### src/rtl/lsf_hist_scheduler_pkg.sv
// Shared types and widths for the LSF r-bin histogram ping-pong scheduler.
// Optional build macro used by the scheduler files: LSF_HIST_TIMEOUT_EN.
package lsf_hist_sched_pkg;

  localparam int HIST_BIN_W = 8;
  localparam int HIST_IDX_W = 7;
  localparam int HIST_CNT_W = 4;
  localparam int EVT_ID_W   = 12;

  typedef enum logic [2:0] {
    ST_PREP,
    ST_CLEAR,
    ST_READY,
    ST_FILL,
    ST_DRAIN,
    ST_DONE
  } bank_state_t;

  typedef struct packed {
    logic [EVT_ID_W-1:0]   evt_id;
    logic [HIST_IDX_W-1:0] rbin;
    logic [HIST_CNT_W-1:0] count;
    logic                  timeout;
  } bank_result_t;

endpackage

### src/rtl/lsf_hist_scheduler_if.sv
// Upstream r-bin stream and downstream result stream of the scheduler.
// master = the surrounding logic, slave = the scheduler itself.
interface lsf_hist_scheduler_if
  import lsf_hist_sched_pkg::*;
#(
  parameter int EVT_W = 12
);

  logic [HIST_BIN_W-1:0] s_bin_tdata;
  logic                  s_bin_tvalid;
  logic                  s_bin_tlast;
  logic                  s_bin_tready;
  logic [EVT_W-1:0]      s_evt_id;

  logic                  res_tvalid;
  logic                  res_tready;
  logic [EVT_W-1:0]      res_evt_id;
  logic [HIST_IDX_W-1:0] res_rbin;
  logic [HIST_CNT_W-1:0] res_count;
  logic                  res_timeout;

  modport master (
    output s_bin_tdata, s_bin_tvalid, s_bin_tlast, s_evt_id, res_tready,
    input  s_bin_tready, res_tvalid, res_evt_id, res_rbin, res_count, res_timeout
  );

  modport slave (
    input  s_bin_tdata, s_bin_tvalid, s_bin_tlast, s_evt_id, res_tready,
    output s_bin_tready, res_tvalid, res_evt_id, res_rbin, res_count, res_timeout
  );

endinterface

### src/rtl/lsf_hist_scheduler_bank_ctrl.sv
// Controller for one histogram bank: clear, fill, drain, hold result.
// With LSF_HIST_TIMEOUT_EN defined, an idle counter force-closes a stalled fill.
module lsf_hist_bank_ctrl
  import lsf_hist_sched_pkg::*;
#(
  parameter int RBINS     = 128,
  parameter int EVT_W     = 12,
  parameter int DRAIN_CYC = 5,
  parameter int TIMEOUT   = 256
) (
  input  logic                  clk,
  input  logic                  rst,
  input  logic                  beat_accept,
  input  logic [HIST_BIN_W-1:0] beat_data,
  input  logic                  beat_last,
  input  logic [EVT_W-1:0]      evt_id,
  input  logic                  res_accept,
  input  logic [HIST_IDX_W-1:0] max_rbin,
  input  logic [HIST_CNT_W-1:0] max_count,
  input  logic                  max_vld,
  output logic [HIST_BIN_W-1:0] bin_tdata,
  output logic                  bin_tvalid,
  output logic                  enable,
  output logic                  reset_rbins,
  output logic                  in_ready,
  output logic                  done,
  output logic                  timeout_close,
  output bank_result_t          result
);

  // The bank needs two extra clear cycles beyond one per bin.
  localparam int CLR_W = $clog2(RBINS + 2);
  localparam int DRN_W = (DRAIN_CYC > 1) ? $clog2(DRAIN_CYC) : 1;
  localparam logic [CLR_W-1:0] CLR_LAST = CLR_W'(RBINS + 1);
  localparam logic [DRN_W-1:0] DRN_LAST = DRN_W'(DRAIN_CYC - 1);

  bank_state_t      state;
  bank_state_t      state_nxt;
  logic [CLR_W-1:0] clr_cnt;
  logic [DRN_W-1:0] drn_cnt;
  logic             timeout_hit;
  logic             first_beat;

  assign first_beat = (state == ST_READY) && beat_accept;

`ifdef LSF_HIST_TIMEOUT_EN
  localparam int IDLE_W = $clog2(TIMEOUT + 1);
  localparam logic [IDLE_W-1:0] IDLE_LAST = IDLE_W'(TIMEOUT - 1);

  logic [IDLE_W-1:0] idle_cnt;

  // The TIMEOUT-th consecutive beat-less FILL cycle closes the event.
  assign timeout_hit = (state == ST_FILL) && !beat_accept && (idle_cnt == IDLE_LAST);

  // Count beat-less FILL cycles; any beat or leaving FILL restarts the count.
  always_ff @(posedge clk) begin
    if (rst || (state != ST_FILL) || beat_accept) begin
      idle_cnt <= '0;
    end else begin
      idle_cnt <= idle_cnt + IDLE_W'(1);
    end
  end
`else
  assign timeout_hit = 1'b0;
`endif

  // State register.
  always_ff @(posedge clk) begin
    if (rst) begin
      state <= ST_PREP;
    end else begin
      state <= state_nxt;
    end
  end

  // Next-state logic and per-state bank controls.
  always_comb begin
    state_nxt     = state;
    enable        = 1'b0;
    reset_rbins   = 1'b0;
    in_ready      = 1'b0;
    done          = 1'b0;
    timeout_close = 1'b0;
    case (state)
      ST_PREP: begin
        state_nxt = ST_CLEAR;
      end
      ST_CLEAR: begin
        reset_rbins = 1'b1;
        if (clr_cnt == CLR_LAST) begin
          state_nxt = ST_READY;
        end
      end
      ST_READY: begin
        enable   = 1'b1;
        in_ready = 1'b1;
        if (beat_accept) begin
          state_nxt = beat_last ? ST_DRAIN : ST_FILL;
        end
      end
      ST_FILL: begin
        enable   = 1'b1;
        in_ready = 1'b1;
        if (beat_accept && beat_last) begin
          state_nxt = ST_DRAIN;
        end else if (timeout_hit) begin
          state_nxt     = ST_DRAIN;
          timeout_close = 1'b1;
        end
      end
      ST_DRAIN: begin
        enable = 1'b1;
        if (drn_cnt == DRN_LAST) begin
          state_nxt = ST_DONE;
        end
      end
      ST_DONE: begin
        done = 1'b1;
        if (res_accept) begin
          state_nxt = ST_PREP;
        end
      end
      default: begin
        state_nxt = ST_PREP;
      end
    endcase
  end

  // Clear and drain cycle counters; PREP zeroes the clear counter.
  always_ff @(posedge clk) begin
    if (rst || (state == ST_PREP)) begin
      clr_cnt <= '0;
    end else if (state == ST_CLEAR) begin
      clr_cnt <= clr_cnt + CLR_W'(1);
    end
    if (rst || (state != ST_DRAIN)) begin
      drn_cnt <= '0;
    end else begin
      drn_cnt <= drn_cnt + DRN_W'(1);
    end
  end

  // Forward accepted beats to the bank one cycle later, unmodified.
  always_ff @(posedge clk) begin
    if (rst) begin
      bin_tvalid <= 1'b0;
      bin_tdata  <= '0;
    end else begin
      bin_tvalid <= beat_accept;
      if (beat_accept) begin
        bin_tdata <= beat_data;
      end
    end
  end

  // Result register: zeroed and tagged on the first beat, then tracks the bank maximum.
  // Without the timeout feature the timeout flag can never be set.
  always_ff @(posedge clk) begin
    if (rst) begin
      result <= '0;
    end else begin
      if (first_beat) begin
        result.evt_id <= EVT_ID_W'(evt_id);
        result.rbin   <= '0;
        result.count  <= '0;
      end else if (((state == ST_FILL) || (state == ST_DRAIN)) && max_vld) begin
        result.rbin  <= max_rbin;
        result.count <= max_count;
      end
      if (first_beat) begin
        result.timeout <= 1'b0;
      end else if (timeout_hit) begin
        result.timeout <= 1'b1;
      end
    end
  end

endmodule

### src/rtl/lsf_hist_scheduler.sv
// Ping-pong scheduler feeding two update_histogram_dmem banks.
// Events alternate between banks; results come back in event order.
// Optional build macro: LSF_HIST_TIMEOUT_EN (idle force-close of a filling event).
module lsf_hist_scheduler
  import lsf_hist_sched_pkg::*;
#(
  parameter int RBINS     = 128,
  parameter int EVT_W     = 12,
  parameter int DRAIN_CYC = 5,
  parameter int TIMEOUT   = 256
) (
  input  logic                       clk,
  input  logic                       rst,
  lsf_hist_scheduler_if.slave        bus,
  output logic [1:0][HIST_BIN_W-1:0] hist_bin_tdata,
  output logic [1:0]                 hist_bin_tvalid,
  output logic [1:0]                 hist_enable,
  output logic [1:0]                 hist_reset_rbins,
  input  logic [1:0][HIST_IDX_W-1:0] hist_max_rbin,
  input  logic [1:0][HIST_CNT_W-1:0] hist_max_count,
  input  logic [1:0]                 hist_max_vld
);

  logic         ip;
  logic         op;
  logic         in_hs;
  logic         out_hs;
  logic [1:0]   bank_ready;
  logic [1:0]   bank_done;
  logic [1:0]   bank_tclose;
  logic [1:0]   beat_accept;
  logic [1:0]   res_accept;
  bank_result_t bank_res [2];

  // No bypass to the idle bank: waiting on bank[ip] keeps events in order.
  assign bus.s_bin_tready = bank_ready[ip];
  assign in_hs  = bus.s_bin_tvalid && bus.s_bin_tready;
  assign out_hs = bus.res_tvalid && bus.res_tready;

  for (genvar b = 0; b < 2; b++) begin : g_bank
    assign beat_accept[b] = in_hs && (ip == 1'(b));
    assign res_accept[b]  = out_hs && (op == 1'(b));

    lsf_hist_bank_ctrl #(
      .RBINS     (RBINS),
      .EVT_W     (EVT_W),
      .DRAIN_CYC (DRAIN_CYC),
      .TIMEOUT   (TIMEOUT)
    ) u_bank (
      .clk           (clk),
      .rst           (rst),
      .beat_accept   (beat_accept[b]),
      .beat_data     (bus.s_bin_tdata),
      .beat_last     (bus.s_bin_tlast),
      .evt_id        (bus.s_evt_id),
      .res_accept    (res_accept[b]),
      .max_rbin      (hist_max_rbin[b]),
      .max_count     (hist_max_count[b]),
      .max_vld       (hist_max_vld[b]),
      .bin_tdata     (hist_bin_tdata[b]),
      .bin_tvalid    (hist_bin_tvalid[b]),
      .enable        (hist_enable[b]),
      .reset_rbins   (hist_reset_rbins[b]),
      .in_ready      (bank_ready[b]),
      .done          (bank_done[b]),
      .timeout_close (bank_tclose[b]),
      .result        (bank_res[b])
    );
  end

  // Input pointer moves on when the current event closes, by tlast or by timeout.
  always_ff @(posedge clk) begin
    if (rst) begin
      ip <= 1'b0;
    end else if ((in_hs && bus.s_bin_tlast) || bank_tclose[ip]) begin
      ip <= ~ip;
    end
  end

  // Output pointer moves on after each accepted result.
  always_ff @(posedge clk) begin
    if (rst) begin
      op <= 1'b0;
    end else if (out_hs) begin
      op <= ~op;
    end
  end

  // Present the selected bank's held result; it stays put until accepted.
  always_comb begin
    bus.res_tvalid  = bank_done[op];
    bus.res_evt_id  = EVT_W'(bank_res[op].evt_id);
    bus.res_rbin    = bank_res[op].rbin;
    bus.res_count   = bank_res[op].count;
    bus.res_timeout = bank_res[op].timeout;
  end

endmodule

### src/flat_wrapper.sv
// flat-port wrapper written by rule: the top's interface ports become plain ports
module lsf_hist_scheduler_flat import lsf_hist_sched_pkg::*;
#(
  parameter int RBINS     = 128,
  parameter int EVT_W     = 12,
  parameter int DRAIN_CYC = 5,
  parameter int TIMEOUT   = 256
)
  (clk, rst, hist_bin_tdata, hist_bin_tvalid, hist_enable, hist_reset_rbins, hist_max_rbin, hist_max_count, hist_max_vld, bus_s_bin_tdata, bus_s_bin_tvalid, bus_s_bin_tlast, bus_s_evt_id, bus_res_tready, bus_s_bin_tready, bus_res_tvalid, bus_res_evt_id, bus_res_rbin, bus_res_count, bus_res_timeout);
  lsf_hist_scheduler_if #(.EVT_W(EVT_W)) bus_i ();
  input  logic clk;
  input  logic rst;
  output logic [1:0][HIST_BIN_W-1:0] hist_bin_tdata;
  output logic [1:0] hist_bin_tvalid;
  output logic [1:0] hist_enable;
  output logic [1:0] hist_reset_rbins;
  input  logic [1:0][HIST_IDX_W-1:0] hist_max_rbin;
  input  logic [1:0][HIST_CNT_W-1:0] hist_max_count;
  input  logic [1:0] hist_max_vld;
  input wire logic [$bits(bus_i.s_bin_tdata)-1:0] bus_s_bin_tdata;
  input wire logic [$bits(bus_i.s_bin_tvalid)-1:0] bus_s_bin_tvalid;
  input wire logic [$bits(bus_i.s_bin_tlast)-1:0] bus_s_bin_tlast;
  input wire logic [$bits(bus_i.s_evt_id)-1:0] bus_s_evt_id;
  input wire logic [$bits(bus_i.res_tready)-1:0] bus_res_tready;
  output wire logic [$bits(bus_i.s_bin_tready)-1:0] bus_s_bin_tready;
  output wire logic [$bits(bus_i.res_tvalid)-1:0] bus_res_tvalid;
  output wire logic [$bits(bus_i.res_evt_id)-1:0] bus_res_evt_id;
  output wire logic [$bits(bus_i.res_rbin)-1:0] bus_res_rbin;
  output wire logic [$bits(bus_i.res_count)-1:0] bus_res_count;
  output wire logic [$bits(bus_i.res_timeout)-1:0] bus_res_timeout;
  assign bus_i.s_bin_tdata = bus_s_bin_tdata;
  assign bus_i.s_bin_tvalid = bus_s_bin_tvalid;
  assign bus_i.s_bin_tlast = bus_s_bin_tlast;
  assign bus_i.s_evt_id = bus_s_evt_id;
  assign bus_i.res_tready = bus_res_tready;
  assign bus_s_bin_tready = bus_i.s_bin_tready;
  assign bus_res_tvalid = bus_i.res_tvalid;
  assign bus_res_evt_id = bus_i.res_evt_id;
  assign bus_res_rbin = bus_i.res_rbin;
  assign bus_res_count = bus_i.res_count;
  assign bus_res_timeout = bus_i.res_timeout;
  lsf_hist_scheduler #(.RBINS(RBINS), .EVT_W(EVT_W), .DRAIN_CYC(DRAIN_CYC), .TIMEOUT(TIMEOUT)) u_core (.clk(clk), .rst(rst), .bus(bus_i), .hist_bin_tdata(hist_bin_tdata), .hist_bin_tvalid(hist_bin_tvalid), .hist_enable(hist_enable), .hist_reset_rbins(hist_reset_rbins), .hist_max_rbin(hist_max_rbin), .hist_max_count(hist_max_count), .hist_max_vld(hist_max_vld));
endmodule
### config.mk
export PLATFORM = sky130hd
export DESIGN_NAME = lsf_hist_scheduler_flat
export DESIGN_NICKNAME = d
export VERILOG_FILES = /design/src/rtl/lsf_hist_scheduler_pkg.sv /design/src/rtl/lsf_hist_scheduler_if.sv /design/src/rtl/lsf_hist_scheduler_bank_ctrl.sv /design/src/rtl/lsf_hist_scheduler.sv /design/src/flat_wrapper.sv
export SDC_FILE = /design/constraint.sdc
export NUM_CORES = 1
export LEC_CHECK = 0
export CORE_MARGIN = 10
export CORE_UTILIZATION = 50
export DETAILED_ROUTE_END_ITERATION = 8
export PLACE_DENSITY = 0.9
export SYNTH_ARGS = -nofsm -noshare
export SYNTH_HDL_FRONTEND = slang
export SYNTH_SLANG_ARGS = --single-unit
### constraint.sdc
create_clock -name clk -period 1.8 [get_ports clk]
set_clock_uncertainty 0.05 [all_clocks]
set_input_delay 0.27 -clock clk [delete_from_list [all_inputs] [get_ports clk]]
set_output_delay 0.27 -clock clk [all_outputs]
set_load 0.01 [all_outputs]
* Yosys cells after proc, flatten, opt, wreduce, memory -nomap -nowiden
Index checks and enable logic that the tools add are counted.
Cells by class: add/sub/neg operators 4, multipliers 0, div/mod/pow operators 0, magnitude comparators 3, equal/unequal tests 26, shifts and indexed selects 0, multiplexer cells 29, bitwise gates (word level) 3, reduce and logical (&&, ||, !) cells 30
Operators by type and width (count):
- 24-bit two-way mux | 3
- 3-bit one-hot mux with 6 select lines | 2
- 3-bit two-way mux | 11
- 2-bit inequality test, second input constant | 10
- 3-bit equality test, second input constant | 6
- 8-bit by 1-bit adder with 8-bit output, second input constant | 2
- 8-bit equality test, second input constant | 2
- 1-bit logical AND | 13
- 1-bit two-way mux | 13
- 3-bit by 2-bit equality test with 1-bit output, second input constant | 4
- 5-bit AND reduction | 2
- 2-bit OR reduction | 4
- 1-bit logical OR | 7
- 3-bit by 1-bit adder with 3-bit output, second input constant | 2
- 3-bit by 1-bit equality test with 1-bit output, second input constant | 2
- 3-bit zero test | 2
- 3-bit inequality test, second input constant | 2
- 3-bit OR reduction | 2
- 1-bit by 2-bit < comparator with 1-bit output, second input constant | 2
- 2-bit >= comparator, second input constant | 1
- 1-bit NOT | 2
- 1-bit NOT with 2-bit output | 1
Storage, ports and cells: register bits 94, latch bits 0, memory bits (writable) 0, bits in read-only memories 0, memories kept 0

* Logic depth before layout (Yosys ltp)
word-level depth 10, gate-level depth with buffers 6, gate-level depth less buffers 6

* Hierarchy
Synthesis repeated with hierarchy kept, for this count alone.
Unflattened totals: cells, all modules 454, area, all modules 4347.9 um^2
By module, submodules not included:
- lsf_hist_bank_ctrl | instances 2, cells an instance 207, area an instance 1918.1 um^2, sequential area each 920.9 um^2
- lsf_hist_scheduler | instances 1, cells an instance 40, area an instance 511.7 um^2, sequential area each 40.0 um^2

* Least setup slack after synthesis
OpenSTA, ideal clock, no wires.
kind register -> register, start reg u_core.g_bank[0].u_bank.clr_cnt[0], end reg u_core.g_bank[0].u_bank.state[0], data arrival time 1329 ps, data required time 1678 ps, setup slack 349 ps, cell stages (with the launch flop) 6, path buffers 0, clock period less this slack 1451 ps, path through dfxtp_1 ha_1 nor4b_1 nand3_1 a211oi_2 mux2i_1
Between the ends: word-level cells in the longest chain between the ends 3
Ends and longest elaborated chain:
- start: declaration | RTL line lsf_hist_scheduler_bank_ctrl.sv:39 | logic [CLR_W-1:0] clr_cnt;
- start signal: assignment | RTL line lsf_hist_scheduler_bank_ctrl.sv:134 | clr_cnt <= clr_cnt + CLR_W'(1);
- 8-bit equality test | RTL line lsf_hist_scheduler_bank_ctrl.sv:90 | if (clr_cnt == CLR_LAST) begin
- 2-bit inequality test (no source line)
- 5-bit AND reduction (no source line)
- end signal: assignment | RTL line lsf_hist_scheduler_bank_ctrl.sv:72 | state <= state_nxt;
- end: declaration | RTL line lsf_hist_scheduler_bank_ctrl.sv:37 | bank_state_t state;
No other way between the ends. A chain may end at the register's enable or synchronous reset.

* Final worst setup path
start reg u_core.op, end out bus_res_evt_id[8]
Between the ends: word-level cells in the longest chain between the ends 4
Ends and longest elaborated chain:
- start: declaration | RTL line lsf_hist_scheduler.sv:25 | logic op;
- start signal: assignment | RTL line lsf_hist_scheduler.sv:85 | op <= ~op;
- 1-bit NOT with 2-bit output (implied by the code) | RTL line lsf_hist_scheduler.sv:92 | bus.res_evt_id = EVT_W'(bank_res[op].evt_id);
- 24-bit two-way mux (implied by the code) (3 in series) | RTL line lsf_hist_scheduler.sv:92
- end: declaration | RTL line flat_wrapper.sv:27 | output wire logic [$bits(bus_i.res_evt_id)-1:0] bus_res_evt_id;
No other way between the ends. The select of a mux whose other input is x is not followed.

==> out/results.ini <==
[run_status]
outcome=completed

[placed_design]
post-place-ws_ns=-0.0402
post-dp-hpwl_um=8080
port_buffers=95
gp_congestion=0.862

[logic_synthesis]
ys_types=47
yosysSeqAreaShare_pct=44.8
ys_seq_elements=94
ys.flop_type=dfxtp_1
syn_nets=533
synth_top_area_share_pct=44.8
ys_warn_count=0
syn-cell-area_um2=4200
synth.top_cells.by_area=dfxtp_1, nand2_1, mux2_2
netlist_instances=476
yosys.area.top_type=dfxtp_1
synth_common_cells=dfxtp_1, nand2_1, nor2_1, a21oi_1, o21ai_0
synth_most_common_cell=dfxtp_1
synth.avg_cell_area_um2=8.82
synth_edf_count=0
ys_async_sr_fraction_pct=0

[die]
num_rows=33
start_util_pct=51.4
io_pins=97
die-width_um=112
core_um2=8180
die_h_um=112
fp.dieArea_um2=12500

[global_route]
top_usage_layer=met2
met2_usage_pct=29.3
grt_pass1_wl_um=18500
antenna_found_initial=0
grt_overflow=0
use_met1_pct=20.7
grt_max_degree=24
grtUsageTotal_pct=17.6
grt_pass1_vias=3757
gr-usage-met3_pct=6.55

[final_layout]
antenna-diode-count=0
postLayoutCoreUtil_pct=68.2
synthToLayoutAreaGrowth_pct=32.7
layout-drive-gt1-share_pct=20.3
layout.nets=632

[cts]
clock-sinks=94
cts_tree=yes
clkSlewWorstSetupHoldPaths_ns=0.09
htreeDepth=3
cts.path.max_buffers=2
cts_hold_buffers=0
root_buffer=clkbuf_8
cts_buffers=9
clk_latency_ns=0.37

[timing]
rsz0062_at_grt=true
holdWs_ns=0.264
slew_viol_final=0
finalSetupViolCount=0
finalWorstSetupSlack_ns=0.0319
hold_viol_final=0
fmax_ghz=0.566
finalCriticalPeriod_ns=1.77
period_share_pct=98.2

[min_path]
holdCritStartpoint=rst
hold_path.class=in -> reg
holdPathEnd=u_core.g_bank[1].u_bank.state[2]
hold_depth=2

[setup_path]
crit_required_ns=1.48
cp-start-kind=flip-flop
critPathKind=reg -> out
regToRegStartpoint=u_core.g_bank[0].u_bank.state[0]
cp.arrival_ns=1.45
timing.rr.end=u_core.g_bank[0].u_bank.result[4]
end_kind=primary output
reg2regPathDepth=6
r2r_setup_slack_ns=0.11
path_max_fanout=5

[detailed_routing]
detail-route-antenna-nets=0
via_per_inst=5.29
vias=3624
drc=0
wl_um=11400
drt-wirelength-per-cell_um=16.6
drt_iter0_markers=135
drt-pass1-iter-count=4

[pwr]
cellPowerDensity_nw_per_um2=812
power.static_leakage_uw=0.00231
ir_drop_mv=0.605

[flow_run]
maxCapViolCount=0

## how the worst max path moves through the flow
stage,from,end,slack (ns),cells past startpoint
after floorplan,u_core.g_bank[0].u_bank.clr_cnt[0],u_core.g_bank[0].u_bank.state[0],0.35,5
after global placement,u_core.op,bus_res_evt_id[0],0.07,3
after detailed placement,bus_s_bin_tvalid,u_core.g_bank[0].u_bank.bin_tdata[7],-0.04,6
after CTS,u_core.op,bus_res_count[0],-0.05,5
after global routing,u_core.g_bank[0].u_bank.state[2],hist_reset_rbins[0],-0.02,3
final,u_core.op,bus_res_evt_id[8],0.03,4
## layout make-up
cell class	count	area, um2
Clock buffer	9	124
Clock inverter	7	87.6
Fill cell	654	2600
Inverter	7	26.3
Multi-Input combinational cell	336	2130
Sequential cell	94	1890
Tap cell	105	131
Timing Repair Buffer	127	1190
## where the power goes
part / internal (uW) / switching (uW)
combinational: 379 / 463
clock: 677 / 812
sequential: 2130 / 59.9
## cells by family (layout without fill, tap and decap cells)
group | Yosys count | after routing | synth area share [%]
compound gates | 87 | 87 | 11.6
xor+xnor | 16 | 16 | 3.34
simple gates | 176 | 176 | 19.8
mux | 48 | 48 | 12.1
buf+inv | 46 | 150 | 5.87
fa+ha+maj | 8 | 8 | 2.38
flops | 94 | 94 | 44.8
other cells | 1 | 1 | 0.0893
## worst max-delay path: stages, from the launching register on
cell,delay [ns]
dfxtp_4,0.37
buf_12,0.12
clkbuf_16,0.14
mux2_2,0.32
buf_2,0.14
## stage by stage
stage / cells / total power, uW / setup TNS (ns) / area [um2]
2_1_floorplan: 476 / 2770 / 0 / 4200
3_3_place_gp: 664 / 3050 / 0 / 5270
3_5_place_dp: 664 / 3080 / -0.0834 / 5270
4_1_cts: 686 / 4540 / -0.318 / 5520
5_1_grt: 685 / 4730 / -0.0428 / 5570
6_report: 685 / 4520 / 0 / 5570
## sequential cells by signal, summed over array words and instances (netlist names)
register and count:
u_core.g_bank.u_bank.bin_tdata 16, u_core.g_bank.u_bank.bin_tvalid 2, u_core.ip 1, u_core.op 1, u_core.g_bank.u_bank.clr_cnt 16, u_core.g_bank.u_bank.result 46, u_core.g_bank.u_bank.drn_cnt 6, u_core.g_bank.u_bank.state 6
## what timing repair did
action / CTS / global route
hold endpoints to repair: 0 / 0
gates cloned: 2 / 1
setup buffers: 4 / 0
gates resized for setup: 117 / 23
endpoints found under the setup margin: 29 / 20
## placed cells by master, fill, tap and decap left out, drive strengths merged, types with 2 or more instances in the layout
cell type	count
dlygate4sd2	3
and3b	2
nor2b	4
a31oi	3
clkinv	2
xnor2	4
o21ai	30
clkbuf	11
clkdlybuf4s50	65
nand2b	7
nor3b	5
nand3b	2
a211oi	4
mux2i	25
inv	11
buf	56
a21oi	44
nor3	3
and3	7
dfxtp	94
ha	8
mux2	23
nand2	71
nand4	8
xor2	12
nand3	3
nor2	55
or2	4
nor4b	2
## metal layers
layer	vias up	share of wire, %
met3	11	7.7
met2	125	48
met4	0	0.95
met5	-	0
li1	1799	-
met1	1689	43
Note: power is estimated with default switching activity, not from simulation.
